<file path="src/rtl/instr_fetch_unit.sv">
// -----------------------------------------------------------------------------
// instr_fetch_unit
//
// Fetch stage sitting directly in front of the instruction decoder/controller.
// It owns the program counter and requests one word at a time from
// instruction memory over a req/ack handshake. Each returned word is latched
// into the instruction register and offered to the controller until it is
// consumed. The controller's jump decision (JR) for the presented instruction
// redirects the PC.
//
// Sequence per instruction: FETCH -> WAIT (until imem_ack) -> HOLD (until
// decode_ready) -> FETCH. At best one instruction every three cycles.
//
// Parameters
//   RESET_PC      PC loaded on reset; address of the first fetch
//   PC_STEP       byte increment between sequential fetches
//
// Ports
//   clk           clock, rising edge
//   reset_n       asynchronous assert, synchronous release, active low
//   imem_addr     fetch byte address (word aligned)
//   imem_req      fetch request, held until imem_ack while waiting
//   imem_ack      memory returns imem_rdata this cycle
//   imem_rdata    instruction word from memory
//   instr_valid   instruction register holds an instruction for decode
//   decode_ready  decoder takes the instruction when instr_valid is high
//   opcode        instr[31:26]
//   control_data  instr[15:6]
//   funct         instr[5:0]
//   instr_pc      address of the instruction in the instruction register
//   jump          controller redirect decision, sampled on the consume cycle
//   jump_target   redirect address (rs value); low two bits are dropped
//
// Build option
//   DELAY_SLOT_EN  when defined, a jump takes effect after one delay-slot
//                  instruction (the word following the jump is still fetched
//                  and issued). When undefined, redirect is immediate.
// -----------------------------------------------------------------------------
module instr_fetch_unit #(
  parameter logic [31:0] RESET_PC = 32'h0000_0000,
  parameter int unsigned PC_STEP  = 4
) (
  input  logic        clk,
  input  logic        reset_n,
  output logic [31:0] imem_addr,
  output logic        imem_req,
  input  logic        imem_ack,
  input  logic [31:0] imem_rdata,
  output logic        instr_valid,
  input  logic        decode_ready,
  output logic [5:0]  opcode,
  output logic [9:0]  control_data,
  output logic [5:0]  funct,
  output logic [31:0] instr_pc,
  input  logic        jump,
  input  logic [31:0] jump_target
);

  localparam logic [31:0] STEP = 32'(PC_STEP);

  typedef enum logic [1:0] {
    S_FETCH = 2'd0,
    S_WAIT  = 2'd1,
    S_HOLD  = 2'd2
  } state_t;

  state_t      state_q, state_d;
  logic [31:0] pc_q, pc_d;
  logic [31:0] instr_q, instr_d;
  logic [31:0] instr_pc_q, instr_pc_d;
  logic        valid_q, valid_d;
  logic        req_q, req_d;

  logic        consume;
  logic [31:0] seq_pc;
  logic [31:0] redirect_pc;
  logic [31:0] next_pc;

  // Jump targets come from a register value; force word alignment.
  function automatic logic [31:0] align_word(input logic [31:0] addr);
    return addr & 32'hFFFF_FFFC;
  endfunction

  // Sequential successor; 32-bit add wraps naturally past the top of memory.
  function automatic logic [31:0] step_pc(input logic [31:0] addr);
    return addr + STEP;
  endfunction

  assign consume     = (state_q == S_HOLD) && decode_ready;
  assign seq_pc      = step_pc(instr_pc_q);
  assign redirect_pc = align_word(jump_target);

`ifdef DELAY_SLOT_EN
  // A taken jump parks its target here; the slot instruction (the word after
  // the jump) is fetched first and the target is applied when the slot is
  // consumed. While a target is parked, further jumps are ignored.
  logic [31:0] pend_q, pend_d;
  logic        pend_vld_q, pend_vld_d;

  always_comb begin
    pend_d     = pend_q;
    pend_vld_d = pend_vld_q;
    next_pc    = seq_pc;
    if (consume) begin
      if (pend_vld_q) begin
        next_pc    = pend_q;
        pend_vld_d = 1'b0;
      end else if (jump) begin
        pend_d     = redirect_pc;
        pend_vld_d = 1'b1;
      end
    end
  end

  always_ff @(posedge clk or negedge reset_n) begin
    if (!reset_n) begin
      pend_q     <= '0;
      pend_vld_q <= 1'b0;
    end else begin
      pend_q     <= pend_d;
      pend_vld_q <= pend_vld_d;
    end
  end
`else
  assign next_pc = jump ? redirect_pc : seq_pc;
`endif

  // Next-state and register updates. imem_req is registered so that reset
  // drops it immediately and it never glitches; it is raised on the way into
  // FETCH (or while in FETCH after reset) and cleared by the capturing ack.
  always_comb begin
    state_d    = state_q;
    pc_d       = pc_q;
    instr_d    = instr_q;
    instr_pc_d = instr_pc_q;
    valid_d    = valid_q;
    req_d      = req_q;

    unique case (state_q)
      S_FETCH: begin
        req_d   = 1'b1;
        state_d = S_WAIT;
      end

      S_WAIT: begin
        req_d = 1'b1;
        // Only an ack seen here captures; acks in other states are ignored.
        if (imem_ack) begin
          instr_d    = imem_rdata;
          instr_pc_d = pc_q;
          valid_d    = 1'b1;
          req_d      = 1'b0;
          state_d    = S_HOLD;
        end
      end

      S_HOLD: begin
        if (decode_ready) begin
          valid_d = 1'b0;
          pc_d    = next_pc;
          req_d   = 1'b1;
          state_d = S_FETCH;
        end
      end

      default: begin
        req_d   = 1'b0;
        valid_d = 1'b0;
        state_d = S_FETCH;
      end
    endcase
  end

  always_ff @(posedge clk or negedge reset_n) begin
    if (!reset_n) begin
      state_q    <= S_FETCH;
      pc_q       <= RESET_PC;
      instr_q    <= '0;
      instr_pc_q <= '0;
      valid_q    <= 1'b0;
      req_q      <= 1'b0;
    end else begin
      state_q    <= state_d;
      pc_q       <= pc_d;
      instr_q    <= instr_d;
      instr_pc_q <= instr_pc_d;
      valid_q    <= valid_d;
      req_q      <= req_d;
    end
  end

  // The PC only moves on consume, so the address is stable across WAIT.
  assign imem_addr    = pc_q;
  assign imem_req     = req_q;
  assign instr_valid  = valid_q;
  assign instr_pc     = instr_pc_q;

  // Decode fields are plain slices of the instruction register.
  assign opcode       = instr_q[31:26];
  assign control_data = instr_q[15:6];
  assign funct        = instr_q[5:0];

endmodule
</file>
<file path="config.mk">
export PLATFORM = sky130hd
export DESIGN_NAME = instr_fetch_unit
export DESIGN_NICKNAME = d
export VERILOG_FILES = /design/src/rtl/instr_fetch_unit.sv
export SDC_FILE = /design/constraint.sdc
export NUM_CORES = 1
export LEC_CHECK = 0
export CAP_MARGIN = 10
export CORE_MARGIN = 3
export CORE_UTILIZATION = 44
export CTS_CLUSTER_DIAMETER = 30
export DETAILED_ROUTE_END_ITERATION = 16
export HOLD_SLACK_MARGIN = 0.15
export PLACE_DENSITY = 0.82
export SLEW_MARGIN = 0
export SYNTH_ARGS = -nofsm -noshare
export SYNTH_HDL_FRONTEND = slang
export SYNTH_SLANG_ARGS = --single-unit
</file>
<file path="constraint.sdc">
create_clock -name clk -period 2.5 [get_ports clk]
set_input_delay 0.375 -clock clk [delete_from_list [all_inputs] [get_ports clk]]
set_output_delay 0.375 -clock clk [all_outputs]
set_load 0.05 [all_outputs]
</file>
# Yosys cells after proc, flatten, opt, wreduce, memory -nomap -nowiden
# Index checks and enable logic that the tools add are counted.
dict set report word_totals {
  elab_cells 27
  in_bits 69
  ff_bits 100
}
dict set report op_classes {
  reduce_logical 5
  n_eq_ne 4
  n_addsub 1
  n_mux 10
  bitwise 1
}
# op n
set ops {}
lappend ops {{$add 32x3->32 const B} 1}
lappend ops {{$mux 32} 1}
lappend ops {{$pmux 1 s3} 2}
lappend ops {{$pmux 2 s3} 1}
lappend ops {{$reduce_and 2->1} 3}
lappend ops {{$mux 1} 4}
lappend ops {{$mux 2} 2}
lappend ops {{$ne 2x2->1 const B} 2}
lappend ops {{$reduce_and 3->1} 1}
lappend ops {{$eq 2x1->1 const B} 1}
lappend ops {{$eq 2x2->1 const B} 1}
lappend ops {{$logic_not 2->1} 1}
lappend ops {{$not 1->1} 1}

# Longest topological paths before layout
dict set report logic_depth {
  depth_word 3
  depth_mapped 7
  mapped_depth_nobuf 6
}

# Worst setup path before layout
# OpenSTA, ideal clock, no wires.
dict set report synth_timing {
  path_kind {reg-to-reg}
  startpoint {register instr_pc_q[2] (netlist: instr_pc[2])}
  endpoint {register pc_q[24] (netlist: imem_addr[24])}
  n_path_buf 1
  t_required_ns 2.369
  stages_incl_launch_ff 8
  arrival_time_ns 2.293
  setup_time_ns 0.131
  synth_period_minus_slack_ns 2.424
  slack_ns 0.076
  path_cell_list {dfrtp_1 > ha_1 > nand4_1 > or4_1 > buf_6 > o31a_1 > o31ai_1 > o21ai_1}
}
dict set report synth_between {
  elab_chain_len 2
}
# element line_no
set synth_lines {}
lappend synth_lines {{from (decl)} 70} ;# logic [31:0] instr_pc_q, instr_pc_d;
lappend synth_lines {{from (signal assigned)} 186} ;# instr_pc_q <= instr_pc_d;
lappend synth_lines {{$add 32x3->32} 86} ;# return addr + STEP;
lappend synth_lines {{$mux 32} 125} ;# assign next_pc = jump ? redirect_pc : seq_pc;
lappend synth_lines {{to (signal assigned)} 184} ;# pc_q <= pc_d;
lappend synth_lines {{to (decl)} 68} ;# logic [31:0] pc_q, pc_d;
# No other way between the ends.
# A chain may end at the register's enable or synchronous reset.

# Worst setup path after layout
dict set report layout_timing {
  startpoint {register instr_pc_q[3] (netlist: instr_pc[3])}
  endpoint {register pc_q[22] (netlist: imem_addr[22])}
}
# The elaborated chain is that of the path after synthesis.

==> results.md <==
* Crit path max fanout at 6
* # diodes at 0
* Cell internal pwr at 4.66 mW
* Post-detail-place hpwl at 7.83 mm
* Number of global-route vias before repair at 3499
* Synth unique cells at 35
* Die area at 0.0106 sq mm
* Cell Pwr Density at 1520 mW/mm^2
* Top FF cell, synth: dfrtp_1
* Initial DRC Count at 117
* Antenna violations before repair at 0
* Final min period at 2.32 ns
* Clock Pin Slew Worst Setup and Hold Paths at 0.09 ns
* Largest net degree at the start of global routing at 51
* Cell Rows at 34
* Total Power Consumption at 9.11 mW
* Final nets at 591
* Data arrival time of the critical path at 2.55 ns
* Drt drc at 0
* Die Ht at 103 um
* Crit-path cells: ha_1 -> nand4_1 -> or4_1 -> buf_4 -> nor3_1 -> xnor2_1 -> o22ai_1
* WL/cell at 17.4 um
* YS warnings at 0
* First-pass GRT wire length at 17.4 mm
* Total Wirelength at 11.0 mm
* Final Wtd Congestion at 0.842
* Synth Register Bits at 90
* RSZ-0062 raised after global routing: no
* Clk Latency, worst-skew pair at 0.36 ns
* Peak Freq at 432 MHz
* Vias per cell at 5.51
* CTS tree: done
* P_leak at 2.48 nW
* Share of layout cells above drive strength 1 at 0.163
* Nature of the critical path endpoint: flip-flop
* Total CTS buffers at 9
* Initial cell density of the core at 0.462
* CTS Root Cell: clkbuf_8
* Seq pwr share at 0.305
* Mapped Cells at 370
* Reg-to-reg setup timing slack at 0.18 ns
* Async SR Flop Fraction at 1.00
* NetSw at 4.45 mW
* Slew HR at 0.589
* Mapped Avg Cell Area at 11.2 sq um
* Postcts setup bufs at 0
* Max-Cap Viols at 0
* GR Util All Layers at 0.211
* Total number of vias at 3492
* Mapped Area at 0.00413 sq mm
* Seq/Total Area, Yosys at 0.546
* Die extent in x at 103 um
* Sw frac at 0.489
* Final Hold Viols at 0
* Post-route ant nets at 0
* IO Count at 157
* Combinational share of power at 0.574
* Layout area overhead at 45.0%
* Total global routing overflow at 0
* Clock Skew at 0.0154 ns
* Crit-path slowest cell: or4_1
* Result of the run: finished, final reports clean
* Period utilisation layout at 0.927
* Delay-heaviest family, CP: simple AND/OR/NAND/NOR gates
* Syn_nets at 440
* H-tree depth at 3
* Worst-Margin Slew at 0.610 ns
* Count of final setup violators at 0
* CP required at 2.73 ns
* Clock sinks at 90
* CP bufs+invs at 1
* Worst hold-check path type: flip-flop to flip-flop
* Setup Total Neg Slack at 0 ns
* CP startpoint kind: flip-flop
* Post-synth EDFFs at 0
* Final core utilization at 0.670
* Fin area at 0.00598 sq mm
* # port buffers at 144
* CP peak stage delay at 0.66 ns
* Critical path type: flip-flop to flip-flop
* Post-DP Area at 0.00575 sq mm
* Clock Path Buffers at 2
* Max VDD drop at 766 uV
* Clk network pwr share at 0.121
* Fillers at 716
* 1st-pass router iterations at 4
* Core area at 0.00893 sq mm
* Final Slew Violations at 0
[metrics by stage]
stage          hold WS [ns]  setup slack [ns]  std cells
2_1_floorplan        0.0794            0.0759        370
3_3_place_gp          0.397             0.245        617
3_5_place_dp          0.397             0.242        617
4_1_cts               0.507             0.204        634
5_1_grt               0.531            0.0805        634
6_report              0.502             0.183        634
[tightest hold or removal path, stage by stage (launching register included)]
cell and delay (ns):
dfrtp_1 0.36, nand2_1 0.05, o21ai_0 0.06
[cells in the mapped netlist (all sizes together) (2+ instances only)]
cell	instances	area, sq um
dfrtp	90	2250
mux2	54	608
nand2	31	116
o21ai	24	120
a21oi	23	115
nor2	22	82.6
clkbuf	17	63.8
nand4	14	93.8
xor2	12	105
xnor2	11	96.3
nand3	10	50.1
o22ai	9	56.3
and3	8	50.1
nor3	8	45.0
mux2i	5	50.1
inv	4	15.0
nand3b	4	30.0
nor4	4	25.0
nand2b	3	18.8
and4	2	17.5
buf	2	15.0
o211ai	2	15.0
o21a	2	15.0
o31ai	2	15.0
[cells by family after synthesis]
group                      after synthesis  share of synthesized area
and+or+nand+nor                        109                      0.133
DFF                                     90                      0.546
muxes                                   59                      0.159
adders and majority gates                1                    0.00303
buffers and inverters                   23                     0.0227
xor gates and xnor gates                23                     0.0488
AOI/OAI and AO/OA                       65                     0.0870
[power groups by stage]
stage	Sequential, mW	Clock, mW	Combinational (mW)
finish	2.78	1.10	5.23
global route	2.89	1.18	5.48
CTS	2.77	1.12	5.27
detailed placement	2.80	0	5.25
global placement	2.75	0	5.17
floorplan	4.98	0	1.17
[worst paths after layout]
kind / startpoint / to / cells past startpoint
worst max-delay path: instr_pc[3] / imem_addr[22] / 7
worst min-delay path: imem_addr[4] / imem_addr[4] / 2
worst max register to register: instr_pc[3] / imem_addr[22] / 7
worst min register to register: imem_addr[4] / imem_addr[4] / 2
max in group asynchronous: reset_n / instr_q[26] / 3
min in group asynchronous: reset_n / imem_addr[14] / 2
[cell type report]
class                           instances  area (sq um)  share of cell area
Clock buffer                           12           145              0.0243
Clock inverter                          4          75.1              0.0125
Inverter                                4          15.0             0.00251
Multi-Input combinational cell        257          1780               0.298
Sequential cell                        90          2250               0.376
Tap cell                              108           135              0.0226
Timing Repair Buffer                  159          1580               0.264
[per-layer routing]
metal | global-route usage | share of wire | vias up | wire (um)
met2 | 0.348 | 0.48 | 153 | 5340
met5 | 0 | 0 | - | 0
met3 | 0.0609 | 0.084 | 12 | 922
met1 | 0.272 | 0.42 | 1705 | 4620
li1 | - | - | 1622 | -
met4 | 0.0608 | 0.012 | 0 | 133
[repair_timing]
item	4_1_cts	5_1_grt
resized for setup	0	0
hold endpoints to repair	40	0
hold buffers	1	0
[layout by cell type (no fill, tap or decap), drive strengths merged, types with 3 or more instances in the layout]
master and instances:
nand2 31, clkdlybuf4s50 143, o21ai 24, nand2b 3
buf 15, dfrtp 90, mux2 54, clkbuf 12
inv 4, nand3b 4, a21oi 23, mux2i 5
nand3 10, nor2 22, nor4 4, o22ai 9
nand4 14, nor3 8, and3 8, xor2 12
xnor2 11
[state kept, by name, indices dropped and copies added (netlist names)]
name,flops
imem_addr,32
imem_req,1
instr_pc,32
instr_q,22
instr_valid,1
state_q,2
Power figures use the tool's default switching activity.
